<file path="config.mk">
export PLATFORM = sky130hd
export DESIGN_NAME = mod_alu_secuencial
export DESIGN_NICKNAME = d
export VERILOG_FILES = /design/src/rtl/mod_alu_secuencial.sv
export SDC_FILE = /design/constraint.sdc
export NUM_CORES = 1
export LEC_CHECK = 0
export BUFFER_PORTS_ARGS = -buffer_cell sky130_fd_sc_hd__buf_4
export CORE_MARGIN = 5
export CORE_UTILIZATION = 40
export DETAILED_ROUTE_END_ITERATION = 8
export SETUP_SLACK_MARGIN = 0.2
export SYNTH_ARGS = -nofsm -noshare
export SYNTH_HDL_FRONTEND = slang
export SYNTH_SLANG_ARGS = --single-unit
</file>
<file path="constraint.sdc">
create_clock -name clk -period 2.7 [get_ports clk]
set_input_delay 0.135 -clock clk [delete_from_list [all_inputs] [get_ports clk]]
set_output_delay 0.135 -clock clk [all_outputs]
set_load 0.05 [all_outputs]
</file>
<file path="src/rtl/mod_alu_secuencial.sv">
`default_nettype none
// ---------------------------------------------------------------------------
// mod_alu_secuencial : registered 8-op ALU, iterative shift-add multiply.
// Optional macro ALU_SATURACION_EN clamps add/sub on signed overflow. Rev 1.0
// ---------------------------------------------------------------------------
module mod_alu_secuencial #(
  parameter int n_bits = 8
) (
  input  logic              clk,
  input  logic              reset,
  input  logic [n_bits-1:0] entrada_a,
  input  logic [n_bits-1:0] entrada_b,
  input  logic [2:0]        operacion,
  input  logic              inicio,
  output logic              listo,
  output logic              valido,
  output logic [n_bits-1:0] resultado,
  output logic [n_bits-1:0] resultado_alto,
  output logic [3:0]        flags
);

  localparam int          c_cw     = $clog2(n_bits) + 1;
  localparam logic [c_cw-1:0]   c_ultimo = c_cw'(n_bits - 1);
  localparam logic [n_bits-1:0] c_ancho  = n_bits[n_bits-1:0];
  localparam logic [2:0] c_op_add = 3'b000, c_op_sub = 3'b001, c_op_and = 3'b010,
                         c_op_or  = 3'b011, c_op_xor = 3'b100, c_op_shl = 3'b101,
                         c_op_shr = 3'b110, c_op_mul = 3'b111;

  typedef enum logic [0:0] {REPOSO = 1'b0, MULT = 1'b1} estado_t;

  estado_t                 r_estado, w_estado_sig;
  logic [2*n_bits-1:0]     r_mcand, r_acc, w_acc_sig;
  logic [n_bits-1:0]       r_mplier;
  logic [c_cw-1:0]         r_cnt;
  logic                    r_valido;
  logic [n_bits-1:0]       r_res, r_res_alto;
  logic [3:0]              r_flags;
  logic                    w_acepta, w_fin;

  logic [n_bits:0]         w_suma, w_resta;
  logic [2*n_bits-1:0]     w_shl, w_shr;
  logic                    w_fuera;
  logic [n_bits-1:0]       w_res;
  logic                    w_c, w_v;

  assign w_suma  = {1'b0, entrada_a} + {1'b0, entrada_b};
  assign w_resta = {1'b0, entrada_a} + {1'b0, ~entrada_b} + {{n_bits{1'b0}}, 1'b1};
  // Widened shifts keep the last bit shifted out at a fixed position.
  assign w_shl   = {{n_bits{1'b0}}, entrada_a} << entrada_b;
  assign w_shr   = {entrada_a, {n_bits{1'b0}}} >> entrada_b;
  assign w_fuera = (entrada_b >= c_ancho);

  always_comb begin
    w_res = '0;
    w_c   = 1'b0;
    w_v   = 1'b0;
    case (operacion)
      c_op_add: begin
        w_res = w_suma[n_bits-1:0];
        w_c   = w_suma[n_bits];
        w_v   = (entrada_a[n_bits-1] == entrada_b[n_bits-1]) &&
                (w_suma[n_bits-1] != entrada_a[n_bits-1]);
      end
      c_op_sub: begin
        w_res = w_resta[n_bits-1:0];
        w_c   = w_resta[n_bits];
        w_v   = (entrada_a[n_bits-1] != entrada_b[n_bits-1]) &&
                (w_resta[n_bits-1] != entrada_a[n_bits-1]);
      end
      c_op_and: w_res = entrada_a & entrada_b;
      c_op_or:  w_res = entrada_a | entrada_b;
      c_op_xor: w_res = entrada_a ^ entrada_b;
      c_op_shl: if (!w_fuera) begin
        w_res = w_shl[n_bits-1:0];
        w_c   = w_shl[n_bits];
      end
      c_op_shr: if (!w_fuera) begin
        w_res = w_shr[2*n_bits-1:n_bits];
        w_c   = w_shr[n_bits-1];
      end
      default: ;
    endcase
`ifdef ALU_SATURACION_EN
    if (((operacion == c_op_add) || (operacion == c_op_sub)) && w_v)
      w_res = entrada_a[n_bits-1] ? {1'b1, {(n_bits-1){1'b0}}} : {1'b0, {(n_bits-1){1'b1}}};
`else
    w_res = w_res;
`endif
  end

  assign w_acc_sig = r_acc + (r_mplier[0] ? r_mcand : '0);

  always_ff @(posedge clk) begin
    if (reset) r_estado <= REPOSO;
    else       r_estado <= w_estado_sig;
  end

  always_comb begin
    w_estado_sig = r_estado;
    w_acepta     = 1'b0;
    w_fin        = 1'b0;
    case (r_estado)
      REPOSO: if (inicio) begin
        w_acepta = 1'b1;
        if (operacion == c_op_mul) w_estado_sig = MULT;
      end
      MULT: if (r_cnt == c_ultimo) begin
        w_fin        = 1'b1;
        w_estado_sig = REPOSO;
      end
      default: w_estado_sig = REPOSO;
    endcase
  end

  always_ff @(posedge clk) begin
    if (reset) begin
      r_mcand    <= '0;
      r_mplier   <= '0;
      r_acc      <= '0;
      r_cnt      <= '0;
      r_valido   <= 1'b0;
      r_res      <= '0;
      r_res_alto <= '0;
      r_flags    <= '0;
    end else begin
      r_valido <= 1'b0;
      if (w_acepta) begin
        if (operacion == c_op_mul) begin
          r_mcand  <= {{n_bits{1'b0}}, entrada_a};
          r_mplier <= entrada_b;
          r_acc    <= '0;
          r_cnt    <= '0;
        end else begin
          r_res      <= w_res;
          r_res_alto <= '0;
          r_flags    <= {w_res[n_bits-1], (w_res == '0), w_c, w_v};
          r_valido   <= 1'b1;
        end
      end
      if (r_estado == MULT) begin
        r_acc    <= w_acc_sig;
        r_mcand  <= r_mcand << 1;
        r_mplier <= r_mplier >> 1;
        r_cnt    <= r_cnt + 1'b1;
        if (w_fin) begin
          r_res      <= w_acc_sig[n_bits-1:0];
          r_res_alto <= w_acc_sig[2*n_bits-1:n_bits];
          r_flags    <= {1'b0, (w_acc_sig == '0),
                         (w_acc_sig[2*n_bits-1:n_bits] != '0), 1'b0};
          r_valido   <= 1'b1;
        end
      end
    end
  end

  assign listo          = (r_estado == REPOSO);
  assign valido         = r_valido;
  assign resultado      = r_res;
  assign resultado_alto = r_res_alto;
  assign flags          = r_flags;

endmodule
`default_nettype wire

</file>
==> out/results.txt, run 1 <==
The most used flip-flop cell after synthesis is dfxtp_1. After detailed routing, the total wire length is 17.66 mm. By area, the combinational part of the netlist is dominated by compound AO/OA/AOI/OAI gates. The terminus of the critical flop-to-flop path is flags[1]. STA classifies the critical path endpoint as a register.

After clock tree synthesis, the clock-pin slew on the worst setup and hold paths is 60 ps. The post-route clock skew is 6.571 ps, and the number of global-route vias before repair is 5,323. The number of synthesized flops with an enable pin is 0. The final worst-path setup slack is 38.21 ps. In the final layout, the share of cells above drive strength 1 is 25.33%.

The portion of synthesized area spent on multiplexers is 5.749%. Placed instance count: 919. When the netlist entered floorplanning its net count stood at 756.

The clock reaches the later pin of the worst-skew pair after 340 ps. In the final routed layout, each cell accounts on average for 18.74 um. STA classifies the critical path startpoint as a register. Before CTS, the worst setup slack after placement is -173.4 ps.

The top-area cell type share of the netlist area works out to 24.98%. The pin count of the biggest net entering global routing is 68. After detailed placement, the total cell area comes to 6193 um2.

Derived from the worst setup path, the maximum achievable clock frequency is 375.7 MHz. Summing the areas of all fa, ha and maj instances in the mapped netlist gives 10.60% of the synthesized area. The initial antenna violation count was 0; the arrival time of the worst setup path was 2880 ps. Post-synthesis to final-layout area growth: 28.70%. Summed over all instances, the cell type with the most area after synthesis is dfxtp_1.

The setup path with the least slack is of type register to register. The region available for standard cell placement spans 13,090 um2. 0 antenna diodes ended up in the layout. For this block, the via count after detailed routing is 5,503. The startpoint identified for the worst register-to-register timing path is r_mplier[0].

Adding up every negative setup slack in the final design gives 0 ps. Final hold analysis gives a worst-case slack of 183.7 ps. Using the TritonRoute via totals, the vias-per-cell ratio works out to 5.842. The starting density of the core was 40.42%. The tool flagged a number of max-cap violations equal to 0. The placed wire-length estimate came out at 13.06 mm.

The tools report the number of buffers added by the clock tree synthesis step as 9. The congestion estimate from routability-driven global placement came to 0.8946. The global routing usage summed across all routing layers is 22.04%. The number of slew-limit violations in the final report is 0, and the row count is 42. The setup violation total in the final timing report is 0, and the highest fanout seen on the critical path is 9. The first global-routing pass estimated 28.38 mm of wire.

The tools report the cell chosen for the clock root as clkbuf_16. The path class of the tightest hold or removal check is input port to register. The most frequent standard cell in the layout excluding fill and tap cells is buf_4. For this run, the number of Yosys warnings is 0.

Across all register-to-register paths, the minimum setup slack is 40 ps. The tree built by TritonCTS fans out to 66 sinks. The count of buffers inserted at the top-level ports is 43, and the data required time at the worst endpoint is 2920 ps. No sink is reached through more buffers than the 2 on the longest clock path. The logs give 3 for the depth of the CTS H-tree and 5289 um2 for the total standard cell area after synthesis. The share of the Yosys chip area taken by registers is 24.98%. Summing the areas of all compound-gate instances in the mapped netlist gives 25.76% of the synthesized area. Headroom to the max-slew limit came out at 53.17%. The library cells used most frequently in the layout, excluding fill and tap cells, are 106 x buf_4, 81 x nor2_1, 70 x a21oi_1. The width of the chip is 125.0 um, and the actual transition at the worst max-transition pin is 684.7 ps. The distinct cell type count after synthesis is 71, and the final net count is 826. The average size of a mapped cell came out at 7.654 um2. The die area is 15,620 um2. For this run the aggregate overflow at the end of global routing stands at 0. The minimum period implied by the final worst setup slack was 2662 ps. TritonCTS built the clock tree. After synthesis the netlist holds a flip-flop and latch count of 66. The analysis attributes to cell leakage a power of 2.891 nW.

The count of cells along the worst register-to-register path is 10, and the iteration-0 DRC count of the detailed router is 542. The count of nets left with antenna violations once routing finished came out at 0. The timing startpoint of the critical path was r_mplier[0]. After Yosys synthesis, and, or, nand and nor cells account for 24.06% of the synthesized area.

The number of remaining DRC errors came out at 0. The number of iterations in the first detailed-routing pass is 5. Ranked by total cell area, the synthesized netlist is headed by dfxtp_1 25%, ha_1 9.5%, a21oi_1 7.1%. In this run the power density over the cells is 441.2 nW/um2. The die boundary height works out to 125.0 um.

For this run, asynchronously set or reset flops after synthesis account for 0%. Of the total synthesized cell area, the portion taken by XOR and XNOR cells is 2.981%. The logs give 0 for the final number of hold-violating endpoints and 44 for the top-level port count. The flow ran to the end, and the final reports show no timing, DRC or antenna violations.

The final cycle utilization of the critical path is 98.58%. The count of cells in the finished layout, fillers not included, comes to 942. The worst-case IR drop observed on VDD is 0.0003228 V. The most critical setup path has its endpoint at flags[1]. Final cell area excluding filler cells: 6807 um2. Setup repair after global routing could not meet its margin everywhere. The cell count after synthesis came out at 691.
## state kept, by name (all words and copies together) (netlist names)
register	count
r_acc	16
r_mcand	16
r_mplier	8
resultado	8
resultado_alto	8
flags	4
r_cnt	4
r_estado	1
valido	1
## worst max-delay path: stages, from the launching register on
cell     delay [ps]
dfxtp_4         370
buf_12          130
and2_4          130
ha_4            220
and2_4          150
or4_4           430
o31ai_4         290
xnor2_2         120
or4_4           440
nor3_4          150
a31oi_1         100
## worst min-delay path by stage
stage / start / end / slack (ps) / depth (start not counted)
2_1_floorplan: entrada_a[0] / r_mcand[0] / 330 / 2
3_3_place_gp: flags[0] / flags[0] / 440 / 2
3_5_place_dp: resultado_alto[0] / resultado_alto[0] / 480 / 2
4_1_cts: entrada_b[7] / r_mplier[7] / 170 / 3
5_1_grt: entrada_b[7] / r_mplier[7] / 230 / 3
6_report: entrada_b[7] / r_mplier[7] / 180 / 3
## metrics by stage
stage               power, mW  util [%]
finish                  3.003     52.02
detailed placement      1.638     47.33
floorplan               1.412         -
CTS                     3.015     50.47
global placement        1.639     47.33
global route            3.123     52.02
## cell families (layout without fill, tap and decap cells)
kind of cell	Yosys count	in the layout
and+or+nand+nor	260	260
AOI/OAI and AO/OA	205	205
buffers and inverters	79	154
DFF	66	66
adders and majority gates	43	43
muxes	20	20
xor gates and xnor gates	18	18
## report_power, final
part / switching [mW] / leakage, nW / internal [mW] / total, mW
Sequential: 0.0174 / 0.536 / 0.996 / 1.01
Combinational: 0.375 / 2.18 / 0.245 / 0.620
Clock: 0.441 / 0.173 / 0.929 / 1.37
Total: 0.833 / 2.89 / 2.17 / 3.00
## timing repair
item / 4_1_cts / 5_1_grt
gates resized for setup: 10 / 32
endpoints found under the setup margin: 6 / 14
pin swaps: 5 / 9
hold buffers: 0 / 0
buffers inserted: 2 / 5
## layer usage
| layer | GRT usage, % | vias to the layer above | part of all wire, % |
|---|---|---|---|
| met1 | 32.23 | 2660 | 48 |
| met2 | 33.38 | 167 | 44 |
| met5 | 0 | - | 0 |
| li1 | - | 2658 | - |
| met3 | 4.861 | 18 | 6.2 |
| met4 | 4.656 | 0 | 1.1 |
## area by class of cell
| type | count | area [um2] |
|---|---|---|
| Timing Repair Buffer | 109 | 838.3 |
| Clock inverter | 6 | 112.6 |
| Tap cell | 176 | 220.2 |
| Multi-Input combinational cell | 546 | 3961 |
| Inverter | 29 | 108.9 |
| Sequential cell | 66 | 1326 |
| Fill cell | 1259 | 6279 |
| Clock buffer | 10 | 239.0 |
## synthesized netlist by cell type, types with 4 or more instances
cell / instances
nor2_1: 84
a21oi_1: 75
dfxtp_1: 66
nand2_1: 45
ha_1: 40
clkbuf_1: 39
nand3_1: 32
inv_1: 26
a22oi_1: 24
and3_1: 19
nor3_1: 18
and2_1: 15
xnor2_1: 14
o21ai_0: 11
o21ai_1: 10
mux2i_1: 9
o211ai_1: 9
buf_2: 8
mux4_2: 8
nor4_1: 8
a21o_1: 7
a31oi_1: 7
or3_1: 7
a2111oi_0: 6
o22ai_1: 6
a211oi_1: 5
nand2b_1: 5
a211o_1: 4
nor2b_1: 4
o2111ai_1: 4
o21a_1: 4
xor2_1: 4
No activity file was read; power rests on OpenSTA's default activity.
==> inputs of run 2 (changes only) <==
CORE_MARGIN = 1   (was 5)
GPL_TIMING_DRIVEN = 0   (was unset)
==> run 2 against run 1 <==
The run now ends with negative setup slack left. Sequential share of layout area up 0.43 points. Utilization up 0.064 points. Register-to-register slack worse by 80 ps. Flip-flop and latch count unchanged. First-iteration DRC count grew 8.7%. Critical path type unchanged. Highest routed layer unchanged.
==> out/results.txt, run 2 (same netlist as run 1, synthesis figures left out) <==
The flow ran to the end, but the final reports show violations. The final reports fail on negative setup slack. The logs give 365.2 MHz (was 375.7 MHz) for the highest achievable clock rate and 150.9 ps (was 183.7 ps) for the worst hold slack after final layout. The tools report the placed wire-length estimate as 13.53 mm (was 13.06 mm). The worst min-delay path class is input port to register (unchanged). The delay contributed by the slowest stage of the critical path is 450 ps (was 440 ps), and the leakage power summed over all cells is 2.724 nW (was 2.891 nW). The run gives 0 (unchanged) as the number of routed nets with antenna violations. The logs give 13,690 um2 (was 15,620 um2) for the die area and 27.65% (was 22.04%) for the global routing usage summed across all routing layers.

The tools report the cell chosen for the clock root as clkbuf_16 (unchanged). The critical-path cell with the highest stage delay was or4_4 (unchanged). The first-pass GRT wire length was 28.55 mm (was 28.38 mm); the final net count was 822 (was 826). For the arrival time of the worst setup path, the log shows 2930 ps (was 2880 ps).

The tools report the initial antenna violation count as 0 (unchanged). The final cycle utilization of the critical path is 101.4% (was 98.58%). The run gives 5 (unchanged) as the number of iterations in the first detailed-routing pass.

The total area of multi-input combinational cells came out at 4086 um2 (was 3961 um2). The run gives 2890 ps (was 2920 ps) as the data required time at the worst endpoint. Category of the critical setup timing path: register to register (unchanged).

The count of buffers inserted at the top-level ports came out at 41 (was 43). The kind of end point of the critical path is a register (unchanged). The logs give 3 (was 0) for the setup violation total in the final timing report and 2 (unchanged) for the maximum number of buffers from clock root to sink. The fraction of layout cells with a size suffix above 1 is 21.02% (was 25.33%).

The number of global-route vias before repair was 5,349 (was 5,323); the starting density of the core was 41.40% (was 40.42%). The number of vias per cell after detailed routing is 6.105 (was 5.842), and the iteration-0 DRC count of the detailed router is 589 (was 542). Crit-path cells: clkbuf_8 > and2_4 > ha_4 > and2_4 > or4_4 > o31ai_4 > xnor2_2 > or4_4 > nor3_4 > a31oi_1 (was buf_12 > and2_4 > ha_4 > and2_4 > or4_4 > o31ai_4 > xnor2_2 > or4_4 > nor3_4 > a31oi_1).

The tools report the final worst-path setup slack as -38.57 ps (was 38.21 ps). The placeable core area is 12,770 um2 (was 13,090 um2). The run gives 0 (unchanged) as the leftover overflow at the end of global routing. The post-route clock skew is 6.188 ps (was 6.571 ps), and the die boundary height is 117.0 um (was 125.0 um). Most frequent cells in the layout: 80 x nor2_1, 67 x a21oi_1, 65 x dfxtp_1 (was 106 x buf_4, 81 x nor2_1, 70 x a21oi_1). The kind of start point of the critical path is a register (unchanged). The logs give 0 (unchanged) for the cts-stage hold buffer count and 0 (unchanged) for the number of remaining DRC errors.

For the pin count of the biggest net entering global routing, the log shows 14 (was 68). The number of filler instances in the final layout came out at 1,186 (was 1,259). TritonCTS built the clock tree.

For the row count, the log shows 41 (was 42). Count of cells along the worst register-to-register path: 10 (unchanged). The logs give 1325 um2 (was 1326 um2) for the storage element area and 330 ps (was 340 ps) for the source-to-sink clock delay at the later pin of the worst-skew pair. The number of slew-limit violations in the final report is 0 (unchanged), and the width of the chip is 117.0 um (was 125.0 um).

The tools report the max-capacitance violation count as 0 (unchanged). The clock slew at the register clock pins of the worst setup and hold paths came out at 50 ps (was 60 ps). The tools report the sum of negative setup slack as -63.91 ps (was 0 ps).

For the largest voltage drop on the vdd net, the log shows 0.0002574 V (was 0.0003228 V). The total via count after detailed routing was 5,696 (was 5,503); the clock sink count was 66 (unchanged). Setup repair after global routing could not meet its margin everywhere. The top-level port count was 44 (unchanged); the worst hold path stage count was 3 (unchanged). The minimum period implied by the final worst setup slack works out to 2739 ps (was 2662 ps).

The actual transition at the worst max-transition pin works out to 970.2 ps (was 684.7 ps). The total power divided by cell area is 407.2 nW/um2 (was 441.2 nW/um2), and the number of buffers added by the clock tree synthesis step is 9 (unchanged). The post-synthesis to final-layout area growth was 25.79% (was 28.70%); the max-slew headroom at the worst pin was 35.18% (was 53.17%). For the depth of the CTS H-tree, the log shows 3 (unchanged). The run gives 0 (unchanged) as the final number of hold-violating endpoints. The average wire per standard cell works out to 19.74 um (was 18.74 um).

For the total wire length after detailed routing, the log shows 18.41 mm (was 17.66 mm). The final RePlAce weighted congestion is 0.9431 (was 0.8946). The most frequent standard cell in the layout excluding fill and tap cells was nor2_1 (was buf_4).

Regs by FF count: r_acc: 16 flops, r_mcand: 16 flops (unchanged). The highest fanout seen on the critical path is 6 (was 9), and the antenna diode count is 0 (unchanged).
[run 2: changes by cell type in the layout (fill, tap and decap cells not counted), sizes merged]
cell	before	now
bufinv	3	0
inv	30	29
buf	109	64
clkbuf	10	53
clkinv	2	3
[run 2: where the power goes]
| group | total [mW] | switching (mW) | internal (mW) |
|---|---|---|---|
| Sequential | 1.01 | 0.0146 | 0.996 |
| Combinational | 0.624 | 0.399 | 0.225 |
| Clock | 1.07 | 0.413 | 0.661 |
[run 2: critical path, delay by kind of cell (launching register included)]
family | cells | cell delay (ps)
fa+ha+maj | 1 | 220
compound gates | 2 | 410
flops | 1 | 370
simple gates | 5 | 1320
xor+xnor | 1 | 140
buf+inv | 1 | 140
[run 2: stage by stage]
| step | power, mW | cells | worst slack (ps) | instance area (um2) | utilization, % |
|---|---|---|---|---|---|
| floorplan | 1.412 | 691 | 155.8 | 5400 | - |
| global placement | 1.599 | 904 | -770.2 | 5923 | 46.37 |
| detailed placement | 1.601 | 904 | -755.1 | 5923 | 46.37 |
| CTS | 2.671 | 931 | -19.42 | 6497 | 50.87 |
| global route | 2.801 | 933 | -113.1 | 6653 | 52.08 |
| finish | 2.709 | 933 | -38.57 | 6653 | 52.08 |
[run 2: repair_timing]
action                     in CTS  in global routing
gates resized for setup        43                 35
setup buffers                  11                  2
pin swaps                      15                  9
setup endpoints to repair      10                 16
gates cloned                    1                  0
[run 2: layout make-up]
cell class | instances | share of cell area [%]
multi-input cells | 546 | 61.43
plain buffers | 50 | 3.442
flip-flops and latches | 66 | 19.92
repair buffers | 55 | 6.263
clock inverters | 3 | 0.2257
inverters | 29 | 1.636
clock buffers | 12 | 3.856
well taps | 172 | 3.235
[run 2: layer usage]
metal	up-vias	track usage [%]	share of wire [%]
met5	-	0	0
met4	0	7.848	1.9
met3	32	4.995	6.8
met2	243	42.05	44
met1	2762	39.84	47
li1	2659	-	-
[run 2: path summary, 6_finish.rpt]
path / start / to / slack [ps]
max reg2reg: r_mplier[0] / flags[1] / -40
min reg2reg: flags[0] / flags[0] / 450
max: r_mplier[0] / flags[1] / -40
min: entrada_b[7] / r_mplier[7] / 150
